==> config.mk <==
export PLATFORM = sky130hd
export DESIGN_NAME = writeback_stage
export DESIGN_NICKNAME = d
export VERILOG_FILES = /design/src/rtl/writeback_stage.sv
export SDC_FILE = /design/constraint.sdc
export NUM_CORES = 1
export LEC_CHECK = 0
export BUFFER_PORTS_ARGS = -buffer_cell sky130_fd_sc_hd__buf_2
export CAP_MARGIN = 40
export CORE_MARGIN = 1
export CORE_UTILIZATION = 47
export CTS_CLUSTER_DIAMETER = 100
export DETAILED_ROUTE_END_ITERATION = 7
export PLACE_DENSITY = 0.79
export SETUP_SLACK_MARGIN = 0.3
export SYNTH_ARGS = -nofsm -noshare
export SYNTH_HDL_FRONTEND = slang
export SYNTH_SLANG_ARGS = --single-unit
==> constraint.sdc <==
create_clock -name clk -period 3.2 [get_ports clk]
set_input_delay 0.32 -clock clk [delete_from_list [all_inputs] [get_ports clk]]
set_output_delay 0.32 -clock clk [all_outputs]
set_load 0.03 [all_outputs]
==> src/rtl/writeback_stage.sv <==
// MEM/WB register with load extraction, write-back select, retire counter and sticky misalign flag.
// One-cycle latency; flush beats stall beats capture, and a stall holds every registered value.
module writeback_stage #(
  parameter int          COUNT_WIDTH = 32,
  parameter logic [31:0] LINK_OFFSET = 32'd8
) (
  input  logic                   clk,
  input  logic                   rst_n,
  input  logic                   memValid,
  input  logic                   memStall,
  input  logic                   memFlush,
  input  logic                   memRegWrite,
  input  logic                   memMemToReg,
  input  logic                   memLink,
  input  logic [2:0]             memLoadType,
  input  logic [1:0]             memAddrLow,
  input  logic [31:0]            memAluResult,
  input  logic [31:0]            memReadData,
  input  logic [31:0]            memPc,
  input  logic [4:0]             memWriteRegNumber,
  output logic                   regWriteSignal,
  output logic [4:0]             writeRegNumber,
  output logic [31:0]            writeData,
  output logic                   wbValid,
  output logic [COUNT_WIDTH-1:0] retiredCount,
  output logic                   misalignErr
);

  localparam logic [2:0] LT_LB  = 3'b001;
  localparam logic [2:0] LT_LBU = 3'b010;
  localparam logic [2:0] LT_LH  = 3'b011;
  localparam logic [2:0] LT_LHU = 3'b100;

  logic                   valid_q;
  logic                   reg_write_q;
  logic                   mem_to_reg_q;
  logic                   link_q;
  logic [2:0]             load_type_q;
  logic [1:0]             addr_low_q;
  logic [31:0]            alu_q;
  logic [31:0]            rdata_q;
  logic [31:0]            pc_q;
  logic [4:0]             rd_q;
  logic                   misaligned_q;
  logic                   err_q;
  logic [COUNT_WIDTH-1:0] count_q;
  logic                   misaligned_in;

  // Halfword loads only need bit 0 clear; everything not a byte/halfword load is a word load.
  always_comb begin
    misaligned_in = 1'b0;
    if (memMemToReg && !memLink) begin
      case (memLoadType)
        LT_LB, LT_LBU: misaligned_in = 1'b0;
        LT_LH, LT_LHU: misaligned_in = memAddrLow[0];
        default:       misaligned_in = (memAddrLow != 2'b00);
      endcase
    end
  end

  always_ff @(posedge clk or negedge rst_n) begin
    if (!rst_n) begin
      valid_q      <= 1'b0;
      reg_write_q  <= 1'b0;
      mem_to_reg_q <= 1'b0;
      link_q       <= 1'b0;
      load_type_q  <= 3'b000;
      addr_low_q   <= 2'b00;
      alu_q        <= 32'h0;
      rdata_q      <= 32'h0;
      pc_q         <= 32'h0;
      rd_q         <= 5'd0;
      misaligned_q <= 1'b0;
      err_q        <= 1'b0;
      count_q      <= '0;
    end else if (memFlush || (!memStall && !memValid)) begin
      valid_q      <= 1'b0;
      reg_write_q  <= 1'b0;
      mem_to_reg_q <= 1'b0;
      link_q       <= 1'b0;
      load_type_q  <= 3'b000;
      addr_low_q   <= 2'b00;
      alu_q        <= 32'h0;
      rdata_q      <= 32'h0;
      pc_q         <= 32'h0;
      rd_q         <= 5'd0;
      misaligned_q <= 1'b0;
    end else if (!memStall) begin
      valid_q      <= 1'b1;
      reg_write_q  <= memRegWrite;
      mem_to_reg_q <= memMemToReg;
      link_q       <= memLink;
      load_type_q  <= memLoadType;
      addr_low_q   <= memAddrLow;
      alu_q        <= memAluResult;
      rdata_q      <= memReadData;
      pc_q         <= memPc;
      rd_q         <= memWriteRegNumber;
      misaligned_q <= misaligned_in;
      if (misaligned_in) err_q <= 1'b1;
      else               count_q <= count_q + COUNT_WIDTH'(1);
    end
  end

  logic [7:0]  lane_byte;
  logic [15:0] lane_half;
  logic [31:0] load_data;

  always_comb begin
    lane_byte = rdata_q[8*addr_low_q +: 8];
    lane_half = addr_low_q[1] ? rdata_q[31:16] : rdata_q[15:0];
    case (load_type_q)
      LT_LB:   load_data = {{24{lane_byte[7]}}, lane_byte};
      LT_LBU:  load_data = {24'h0, lane_byte};
      LT_LH:   load_data = {{16{lane_half[15]}}, lane_half};
      LT_LHU:  load_data = {16'h0, lane_half};
      default: load_data = rdata_q;
    endcase
  end

  always_comb begin
    if (link_q)            writeData = pc_q + LINK_OFFSET;
    else if (mem_to_reg_q) writeData = load_data;
    else                   writeData = alu_q;
  end

  assign regWriteSignal = valid_q & reg_write_q & (rd_q != 5'd0) & ~misaligned_q;
  assign writeRegNumber = rd_q;
  assign wbValid        = valid_q;
  assign retiredCount   = count_q;
  assign misalignErr    = err_q;

endmodule

* Yosys cells after proc, flatten, opt, wreduce, memory -nomap -nowiden
Index checks and enable logic that the tools add are counted.
** Word-level totals
- Bits of input ports :: 114
- Output and inout port bits :: 72
- Logic and storage cells :: 72
- Register bits after elaboration :: 144
** Cells by class
- Equal/unequal tests :: 9
- Reduce and logical (&&, ||, !) cells :: 12
- $add $sub $neg :: 2
- Muxes and demuxes :: 28
- Bitwise operators :: 7
- Shift operators :: 1
** Operator list (number)
- $mux W32 :: 8
- $pmux W32 S4 :: 1
- $add A32 B1 Y32 const B :: 1
- $add A32 B4 Y32 const B :: 1
- $shiftx A32 B6 Y8 :: 1
- $mux W16 :: 1
- $eq A3 B2 Y1 const B :: 4
- $mux W1 :: 11
- $mux W5 :: 2
- $eq A3 B1 Y1 const B :: 2
- $eq A3 B3 Y1 const B :: 2
- $mux W3 :: 2
- $reduce_and A3 Y1 :: 2
- $reduce_bool A5 Y1 :: 1
- $mux W2 :: 2
- $not A1 Y1 :: 4
- $reduce_or A2 Y1 :: 2
- $and A1 B1 Y1 :: 3
- $logic_not A1 Y1 :: 3
- $logic_and A1 B1 Y1 :: 2
- $ne A2 B1 Y1 const B :: 1
- $pmux W1 S2 :: 1
- $reduce_bool A2 Y1 :: 1
- $logic_or A1 B1 Y1 :: 1

* Depth between registers and ports, before layout
Gate-level depths: netlist of the first run.
- Depth after elaboration :: 6
- Mapped depth :: 7
- Mapped depth without buffers :: 6

* Least setup slack after synthesis of the first run
No wires, ideal clock.
- Kind :: register to output
- From :: reg load_type_q[0]
- To :: out writeData[6]
- Stages on the path, launching flop included :: 8
- Setup slack :: 585 ps
- Arrival time :: 2295 ps
- Required time :: 2880 ps
- Path buffers :: 2
- Path through :: dfrtp_1 clkbuf_1 and2_1 buf_2 a2111oi_0 a31oi_1 a211oi_1 a221oi_1
** On the way
- Cells in the longest elaborated chain, start to end :: 4
- Elaborated cells between the ends (all ways) :: 7
- Those cells by class :: eq/ne: 4; mux: 3
** RTL lines
- start: declaration :: RTL line 38 : logic [2:0] load_type_q;
- start signal: assignment :: RTL line 93 : load_type_q <= memLoadType;
- $eq A3 B3 Y1, or another cell as far along :: RTL line 112 : case (load_type_q)
- $pmux W32 S4 * :: RTL line 112
- $mux W32 * :: RTL line 123 : else if (mem_to_reg_q) writeData = load_data;
- $mux W32 * :: RTL line 122 : if (link_q) writeData = pc_q + LINK_OFFSET;
- end: declaration :: RTL line 23 : output logic [31:0] writeData,
Mark *: on every way between the ends. The rest lies on a longest branch, timed or not.

* Final worst setup path of the first run
- From :: reg load_type_q[1]
- To :: out writeData[6]
Same word-level chain as after synthesis.

==> flow_metrics.env, run 1 <==
export IMPL_synth_avg_cell_area_sq_um=10.4
export IMPL_route_vias_total=6463
export IMPL_post_synth_edffs=0
export IMPL_critical_path_startpoint_category="register"
export IMPL_synth_top_cells_by_count="sky130_fd_sc_hd__dfrtp_1 (144), sky130_fd_sc_hd__a22o_1 (111), sky130_fd_sc_hd__nand2_1 (53)"
export IMPL_grt_first_pass_wirelength_mm=34.1
export IMPL_synth_yosys_seq_area_share=0.502
export IMPL_route_detailed_wl_per_inst_um=20.1
export IMPL_clkTransAtPathRegs_ns=0.06
export IMPL_die_footprint_sq_um=15800
export IMPL_synth_ff_type="sky130_fd_sc_hd__dfrtp_1"
export IMPL_first_global_vias=6217
export IMPL_path_class="register to output pin"
export IMPL_floorplan_die_width_um=126
export IMPL_routed_wl_mm=21.3
export IMPL_gpl_final_weighted_congestion=0.890
export IMPL_cts_path_max_buffers=2
export IMPL_fillCellCount=1232
export IMPL_postSynth_asyncResetShare=1.00
export IMPL_power_density_nw_per_um2=529
export IMPL_ys_ff_latch=144
export IMPL_finalCoreUtilization=0.614
export IMPL_nNetsFinal=980
export IMPL_synth_xor_area_frac=0.0743
export IMPL_die_height_um=126
export IMPL_cts_root_buffer_cell="sky130_fd_sc_hd__clkbuf_16"
export IMPL_clk_insertion_delay_late_ns=0.42
export IMPL_worstMarginPinSlew_ns=0.797
export IMPL_worstSetupEndpointType="output pin"
export IMPL_clkSinkCount=144
export IMPL_post_synth_fa_ha_maj_area_fraction=0.00349
export IMPL_track_usage=0.282
export IMPL_port_buffers=185
export IMPL_seq_area_sq_um=3610
export IMPL_synth_compound_area_frac=0.248
export IMPL_power_static_leakage_nw=4.31
export IMPL_timing_reg2reg_worst_path_depth=5
export IMPL_coreArea_sq_um=14700
export IMPL_ratio_of_cells_with_drive_above_1_in_the_final_layout=0.299
export IMPL_vdd_drop_max_uv=388
export IMPL_cts_tree="yes"
export IMPL_post_route_worst_setup_slack_ns=0.412
export IMPL_detailed_place_hpwl_mm=14.8
export IMPL_worstSetupEndpoint="writeData[6]"
export IMPL_regToRegEndpoint="retiredCount[31]"
export IMPL_post_synth_instance_area_sq_um=7170
export IMPL_cts_inserted_buffers=17
export IMPL_start_util=0.488
export IMPL_synth_top_cells_by_area="sky130_fd_sc_hd__dfrtp_1 (50%), sky130_fd_sc_hd__a22o_1 (14%), sky130_fd_sc_hd__xor2_1 (5.1%)"
export IMPL_preCtsSetupSlack_ns=0.661
export IMPL_layout_min_cycle_time_ns=2.79
export IMPL_fin_crit_sh=0.871
export IMPL_grt_max_degree=112
export IMPL_yosys_area_top_type_share=0.502
export IMPL_antennaDiodeCount=0
export IMPL_drt_drc_violations_left=11
export IMPL_crit_required_ns=2.88
export IMPL_muxShareOfSynthArea=0.00994
export IMPL_result_of_the_run="finished, violations left"
export IMPL_holdCritPathClass="primary input to register"
export IMPL_final_hold_violation_count=0
export IMPL_synth_yosys_warnings=0
export IMPL_cp_max_fo=7
export IMPL_leftover_overflow_at_the_end_of_global_routing=0
export IMPL_drt_initial_drc_count=468
export IMPL_post_drt_via_cell_ratio=6.09
export IMPL_postSynthCellCount=688
export IMPL_std_cell_rows=44
export IMPL_cts_max_level=4
export IMPL_drtPass1Iterations=8
export IMPL_final_antenna_violating_net_count=0
export IMPL_cap_viol_max_count=0
export IMPL_synth_top_cell_by_area="sky130_fd_sc_hd__dfrtp_1"
export IMPL_net_count_of_the_mapped_netlist=804
export IMPL_setup_repair_after_global_routing_missed_its_margin="true"
export IMPL_areaGrowthSynthToFinish_pct=25.9
export IMPL_setup_reg_to_reg_worst_slack_ns=0.90
export IMPL_synthSimpleGateAreaFrac=0.128
export IMPL_yosysUniqueCellTypes=59
export IMPL_r2r_start="retiredCount[10]"
export IMPL_timing_final_setup_violations=0
export IMPL_crit_path_start="load_type_q[1]"
export IMPL_timing_slew_headroom=0.465
export IMPL_setup_total_negative_slack_ns=0
export IMPL_antenna_found_initial=3
export IMPL_multi_input_gate_area_sq_um=3370
export IMPL_timing_final_max_slew_violations=0
export IMPL_final_setup_skew_ns=0.00862
export IMPL_synth_top_family_by_area="compound AO/OA/AOI/OAI gates"
export IMPL_maxClockFrequency_mhz=359
export IMPL_worst_endpoint_arrival_ns=2.47
export IMPL_post_synth_top_count_cell="sky130_fd_sc_hd__dfrtp_1"
export IMPL_io_pins=186
export IMPL_failed_checks="design-rule violations"
## power breakdown
group | internal (mW) | switching (mW)
clock | 1.33 | 0.773
sequential | 1.91 | 0.104
combinational | 0.241 | 0.418
## critical path, stage by stage (launching register included)
cell and delay, ns:
sky130_fd_sc_hd__dfrtp_2 0.43, sky130_fd_sc_hd__clkbuf_2 0.15, sky130_fd_sc_hd__buf_4 0.14, sky130_fd_sc_hd__xor2_1 0.15, sky130_fd_sc_hd__nand3_1 0.27, sky130_fd_sc_hd__a21oi_1 0.27, sky130_fd_sc_hd__a211oi_1 0.08, sky130_fd_sc_hd__a221oi_1 0.30
sky130_fd_sc_hd__buf_2 0.25
## placed cells by master (no fill, tap or decap), types with 5 or more instances in the layout
cell type / count
sky130_fd_sc_hd__nand4_1: 16
sky130_fd_sc_hd__buf_2: 181
sky130_fd_sc_hd__and3_1: 9
sky130_fd_sc_hd__nand2_1: 53
sky130_fd_sc_hd__mux2i_1: 6
sky130_fd_sc_hd__a21oi_1: 23
sky130_fd_sc_hd__o21ai_0: 21
sky130_fd_sc_hd__nor2_1: 30
sky130_fd_sc_hd__a211oi_1: 16
sky130_fd_sc_hd__dfrtp_1: 141
sky130_fd_sc_hd__a32oi_1: 6
sky130_fd_sc_hd__inv_1: 11
sky130_fd_sc_hd__nand3_1: 20
sky130_fd_sc_hd__xnor2_1: 16
sky130_fd_sc_hd__o21ai_1: 5
sky130_fd_sc_hd__clkbuf_16: 17
sky130_fd_sc_hd__o22ai_1: 29
sky130_fd_sc_hd__buf_4: 18
sky130_fd_sc_hd__nor3_1: 16
sky130_fd_sc_hd__xor2_1: 42
sky130_fd_sc_hd__a22o_1: 111
## worst min-delay path by stage
| stage | from | end | slack [ns] | cells after the start |
|---|---|---|---|---|
| CTS | memAluResult[28] | alu_q[28] | 0.09 | 2 |
| finish | memPc[13] | pc_q[13] | 0.10 | 2 |
| detailed placement | rst_n | rdata_q[6] | 0.38 | 1 |
| global placement | rst_n | rdata_q[5] | 0.38 | 1 |
| global route | memAluResult[28] | alu_q[28] | 0.09 | 2 |
| floorplan | rst_n | addr_low_q[0] | 0.02 | 0 |
## area by class of cell
type                            instances  share of cell area
Inverter                               13             0.00541
Sequential cell                       144               0.400
Timing Repair Buffer                  207               0.127
Clock buffer                           20              0.0495
Tap cell                              184              0.0255
Clock inverter                         12              0.0201
Multi-Input combinational cell        481               0.373
## state kept, by name, indices dropped and copies added (netlist names)
signal and cells:
alu_q 32, pc_q 32, rdata_q 32, retiredCount 32, writeRegNumber 5, load_type_q 3
addr_low_q 2, link_q 1, mem_to_reg_q 1, misalignErr 1, misaligned_q 1, reg_write_q 1
wbValid 1
## through the flow
step	instances	hold slack (ns)	cell area (sq um)	total power, mW
2_1_floorplan	688	0.0244	7170	2.41
3_3_place_gp	1023	0.381	8310	2.68
3_5_place_dp	1024	0.381	8320	2.69
4_1_cts	1057	0.0938	8970	4.80
5_1_grt	1061	0.0938	9030	4.97
6_report	1061	0.103	9030	4.78
## cells by family (layout without fill, tap and decap cells)
| family | count (synthesis) | count (layout) |
|---|---|---|
| simple gates | 177 | 177 |
| buf+inv | 63 | 252 |
| compound gates | 235 | 235 |
| flops | 144 | 144 |
| fa+ha+maj | 2 | 2 |
| xor+xnor | 60 | 60 |
| mux | 7 | 7 |
## layer usage
layer | vias to the layer above | part of all wire | wire length, um | GRT usage
met2 | 311 | 0.45 | 9630 | 0.412
met1 | 3160 | 0.43 | 9080 | 0.387
met5 | - | 0.00047 | 10 | 0
li1 | 2951 | - | - | -
met3 | 39 | 0.10 | 2120 | 0.103
met4 | 2 | 0.021 | 446 | 0.0940
## repair_timing
item                                    in CTS  in global routing
pin swaps                                    0                  0
buffers inserted                             0                  4
endpoints found under the setup margin      15                 22
hold endpoints to repair                    69                  0
hold buffers                                 1                  0
resized for setup                            3                 13
(Power assumes the default switching activity.)
==> inputs of run 2 (changes only) <==
--- a/config.mk
+++ b/config.mk
@@ -5,13 +5,14 @@
 export SDC_FILE = /design/constraint.sdc
 export NUM_CORES = 1
 export LEC_CHECK = 0
+export ABC_AREA = 1
 export BUFFER_PORTS_ARGS = -buffer_cell sky130_fd_sc_hd__buf_2
 export CAP_MARGIN = 40
 export CORE_MARGIN = 1
-export CORE_UTILIZATION = 47
+export CORE_UTILIZATION = 37
 export CTS_CLUSTER_DIAMETER = 100
 export DETAILED_ROUTE_END_ITERATION = 7
-export PLACE_DENSITY = 0.79
+export PLACE_DENSITY = 0.65
 export SETUP_SLACK_MARGIN = 0.3
 export SYNTH_ARGS = -nofsm -noshare
 export SYNTH_HDL_FRONTEND = slang
==> run 2 against run 1 <==
The run now ends clean. Worst hold slack worse by 0.018 ns. First-iteration DRC count is 43% higher. Non-clock buffer count is 4 lower. Via count is 40% higher. Register-to-register slack better by 0.34 ns. Utilization is 15 points lower. Worst setup slack better by 0.027 ns. Total power is 3.0% higher. Clock power is 2% higher. Largest cell class is now multi-input combinational cells.
==> flow_metrics.env, run 2 <==
export IMPL_crit_required_ns=2.88
export IMPL_post_synth_top_count_cell="sky130_fd_sc_hd__nand2_1"
export IMPL_die_height_um=154
export IMPL_vdd_drop_max_uv=321
export IMPL_finalCoreUtilization=0.461
export IMPL_p_int_mw=3.41
export IMPL_layout_cells_most_common="sky130_fd_sc_hd__nand2_1"
export IMPL_leftover_overflow_at_the_end_of_global_routing=0
export IMPL_cap_viol_max_count=0
export IMPL_port_buffers=185
export IMPL_std_cell_rows=55
export IMPL_power_density_nw_per_um2=471
export IMPL_design_power_total_mw=4.92
export IMPL_synth_yosys_warnings=0
export IMPL_ys_ff_latch=144
export IMPL_synth_avg_cell_area_sq_um=6.54
export IMPL_fin_hold_ws_ns=0.0848
export IMPL_synth_compound_area_frac=0.103
export IMPL_result_of_the_run="completed"
export IMPL_drt_initial_drc_count=669
export IMPL_post_drt_via_cell_ratio=5.09
export IMPL_post_synth_instance_area_sq_um=8520
export IMPL_setup_repair_after_global_routing_missed_its_margin="false"
export IMPL_cts_tree="yes"
export IMPL_final_antenna_violating_net_count=0
export IMPL_clkTransAtPathRegs_ns=0.06
export IMPL_floorplan_die_width_um=154
export IMPL_route_vias_total=9029
export IMPL_antenna_found_initial=2
export IMPL_die_footprint_sq_um=23600
export IMPL_first_global_vias=8708
export IMPL_drt_drc_violations_left=0
export IMPL_synthSimpleGateAreaFrac=0.374
export IMPL_setup_reg_to_reg_worst_slack_ns=1.24
export IMPL_post_synth_edffs=0
export IMPL_cp_max_fo=8
export IMPL_synth_top_family_by_area="simple AND/OR/NAND/NOR gates"
export IMPL_ratio_of_cells_with_drive_above_1_in_the_final_layout=0.166
export IMPL_synth_ff_type="sky130_fd_sc_hd__dfrtp_1"
export IMPL_final_setup_skew_ns=0.0126
export IMPL_path_class="register to output pin"
export IMPL_cts_max_level=4
export IMPL_areaGrowthSynthToFinish_pct=22.5
export IMPL_start_util=0.377
export IMPL_power_switching_mw=1.51
export IMPL_cts_path_max_buffers=2
export IMPL_route_detailed_wl_per_inst_um=16.9
export IMPL_grt_max_degree=70
export IMPL_cts_inserted_buffers=17
export IMPL_final_cell_count_no_fill=1773
export IMPL_postSynth_asyncResetShare=1.00
export IMPL_detailed_place_hpwl_mm=22.6
export IMPL_maxClockFrequency_mhz=362
export IMPL_final_hold_violation_count=0
export IMPL_critical_path_startpoint_category="register"
export IMPL_cts_root_buffer_cell="sky130_fd_sc_hd__clkbuf_16"
export IMPL_post_synth_fa_ha_maj_area_fraction=0.00294
export IMPL_timing_final_setup_violations=0
export IMPL_synth_top_cells_by_area="sky130_fd_sc_hd__dfrtp_1 (42%), sky130_fd_sc_hd__nand2_1 (26%), sky130_fd_sc_hd__o21ai_0 (6.8%)"
export IMPL_coreArea_sq_um=22600
export IMPL_synth_top_cells_by_count="sky130_fd_sc_hd__nand2_1 (582), sky130_fd_sc_hd__dfrtp_1 (144), sky130_fd_sc_hd__o21ai_0 (115)"
export IMPL_routed_wl_mm=29.9
export IMPL_io_pins=186
export IMPL_seq_area_sq_um=3610
export IMPL_holdCritPathClass="primary input to register"
export IMPL_power_switching_share=0.306
export IMPL_post_route_worst_setup_slack_ns=0.439
export IMPL_layout_min_cycle_time_ns=2.76
export IMPL_track_usage=0.260
export IMPL_worstSetupEndpointType="output pin"
export IMPL_synth_xor_area_frac=0.0216
export IMPL_timing_final_max_slew_violations=0
export IMPL_multi_input_gate_area_sq_um=4310
export IMPL_place_inst=1737
export IMPL_net_count_of_the_mapped_netlist=1420
export IMPL_drtPass1Iterations=8
export IMPL_clk_insertion_delay_late_ns=0.44
export IMPL_yosys_area_top_type_share=0.423
export IMPL_finish_instance_area_sq_um=10400
export IMPL_clkSinkCount=144
export IMPL_nNetsFinal=1588
export IMPL_preCtsSetupSlack_ns=0.656
export IMPL_grt_first_pass_wirelength_mm=47.0
export IMPL_power_static_leakage_nw=5.25
export IMPL_synth_yosys_seq_area_share=0.423
export IMPL_timing_slew_headroom=0.469
export IMPL_cts_setup_buffers=0
export IMPL_power_frac_seq=0.405
export IMPL_p_clk_frac=0.434
export IMPL_muxShareOfSynthArea=0
export IMPL_fillCellCount=2390
export IMPL_gpl_final_weighted_congestion=0.953
export IMPL_worstMarginPinSlew_ns=0.794
export IMPL_fin_crit_sh=0.863
export IMPL_mostFrequentLayoutCells="sky130_fd_sc_hd__nand2_1 (580), sky130_fd_sc_hd__buf_2 (184), sky130_fd_sc_hd__dfrtp_1 (142)"
export IMPL_combinationalPowerShare=0.161
export IMPL_yosysUniqueCellTypes=22
export IMPL_synth_top_cell_by_area="sky130_fd_sc_hd__dfrtp_1"
export IMPL_postSynthCellCount=1304
export IMPL_placement_cell_area_sq_um=9780
export IMPL_setup_total_negative_slack_ns=0
export IMPL_worst_endpoint_arrival_ns=2.44
==> run 2: cell count changes after synthesis, sizes merged, moves of 17 or more <==
cell,change
xor2,-25
a21oi,+31
inv,+102
nor3,-18
a211oi,-17
o21ai,+90
nand2,+529
nor2,+74
a22o,-111
nand3,+62
o22ai,-24
==> run 2: layer usage <==
metal	global-route usage	wire length [um]
met1	0.337	13000
met4	0.106	1000
met5	0	13
met3	0.0679	2250
met2	0.411	13700
==> run 2: repair_timing <==
| action | 4_1_cts | 5_1_grt |
|---|---|---|
| hold buffers | 1 | 0 |
| gates resized for setup | 1 | 5 |
| gates cloned | 0 | 0 |
| hold endpoints to repair | 67 | 0 |
| endpoints found under the setup margin | 16 | 20 |
==> run 2: layout make-up <==
cell class / count / area share
well taps: 285 / 0.0342
inverters: 113 / 0.0406
clock inverters: 13 / 0.0169
diodes: 3 / 0.000719
clock buffers: 19 / 0.0424
multi-input cells: 993 / 0.412
flip-flops and latches: 144 / 0.345
repair buffers: 203 / 0.107
==> run 2: path summary, 6_finish.rpt <==
kind | startpoint | endpoint | cells past startpoint
setup / recovery | load_type_q[2] | writeData[7] | 9
hold / removal | memPc[8] | pc_q[8] | 3
setup reg to reg | retiredCount[0] | retiredCount[30] | 10
hold reg to reg | misalignErr | misalignErr | 2
max in group asynchronous | rst_n | pc_q[14] | 3
min in group asynchronous | rst_n | rdata_q[10] | 2
==> run 2: power by group through the flow <==
| stage | logic (mW) | registers [mW] | clock network (mW) |
|---|---|---|---|
| finish | 0.790 | 1.99 | 2.14 |
| global route | 0.868 | 2.01 | 2.25 |
| CTS | 0.790 | 1.99 | 2.16 |
| detailed placement | 0.785 | 2.03 | 0 |
| global placement | 0.783 | 2.03 | 0 |
| floorplan | 0.418 | 2.05 | 0 |
==> run 2: critical path, cell delays in order, from the launching register on <==
cell and delay (ns):
sky130_fd_sc_hd__dfrtp_1 0.38, sky130_fd_sc_hd__inv_1 0.13, sky130_fd_sc_hd__nand3_1 0.09, sky130_fd_sc_hd__nand2_1 0.32, sky130_fd_sc_hd__inv_1 0.10, sky130_fd_sc_hd__nand2_1 0.21
sky130_fd_sc_hd__nor2_1 0.06, sky130_fd_sc_hd__o21ai_0 0.39, sky130_fd_sc_hd__nand2_1 0.13, sky130_fd_sc_hd__buf_2 0.20
==> run 2: kinds of logic after synthesis <==
group	count (synthesis)
XOR/XNOR	21
AO/OA/AOI/OAI	175
buffers and inverters	167
flip-flops	144
adder cells (fa/ha/maj)	2
AND/OR/NAND/NOR	795
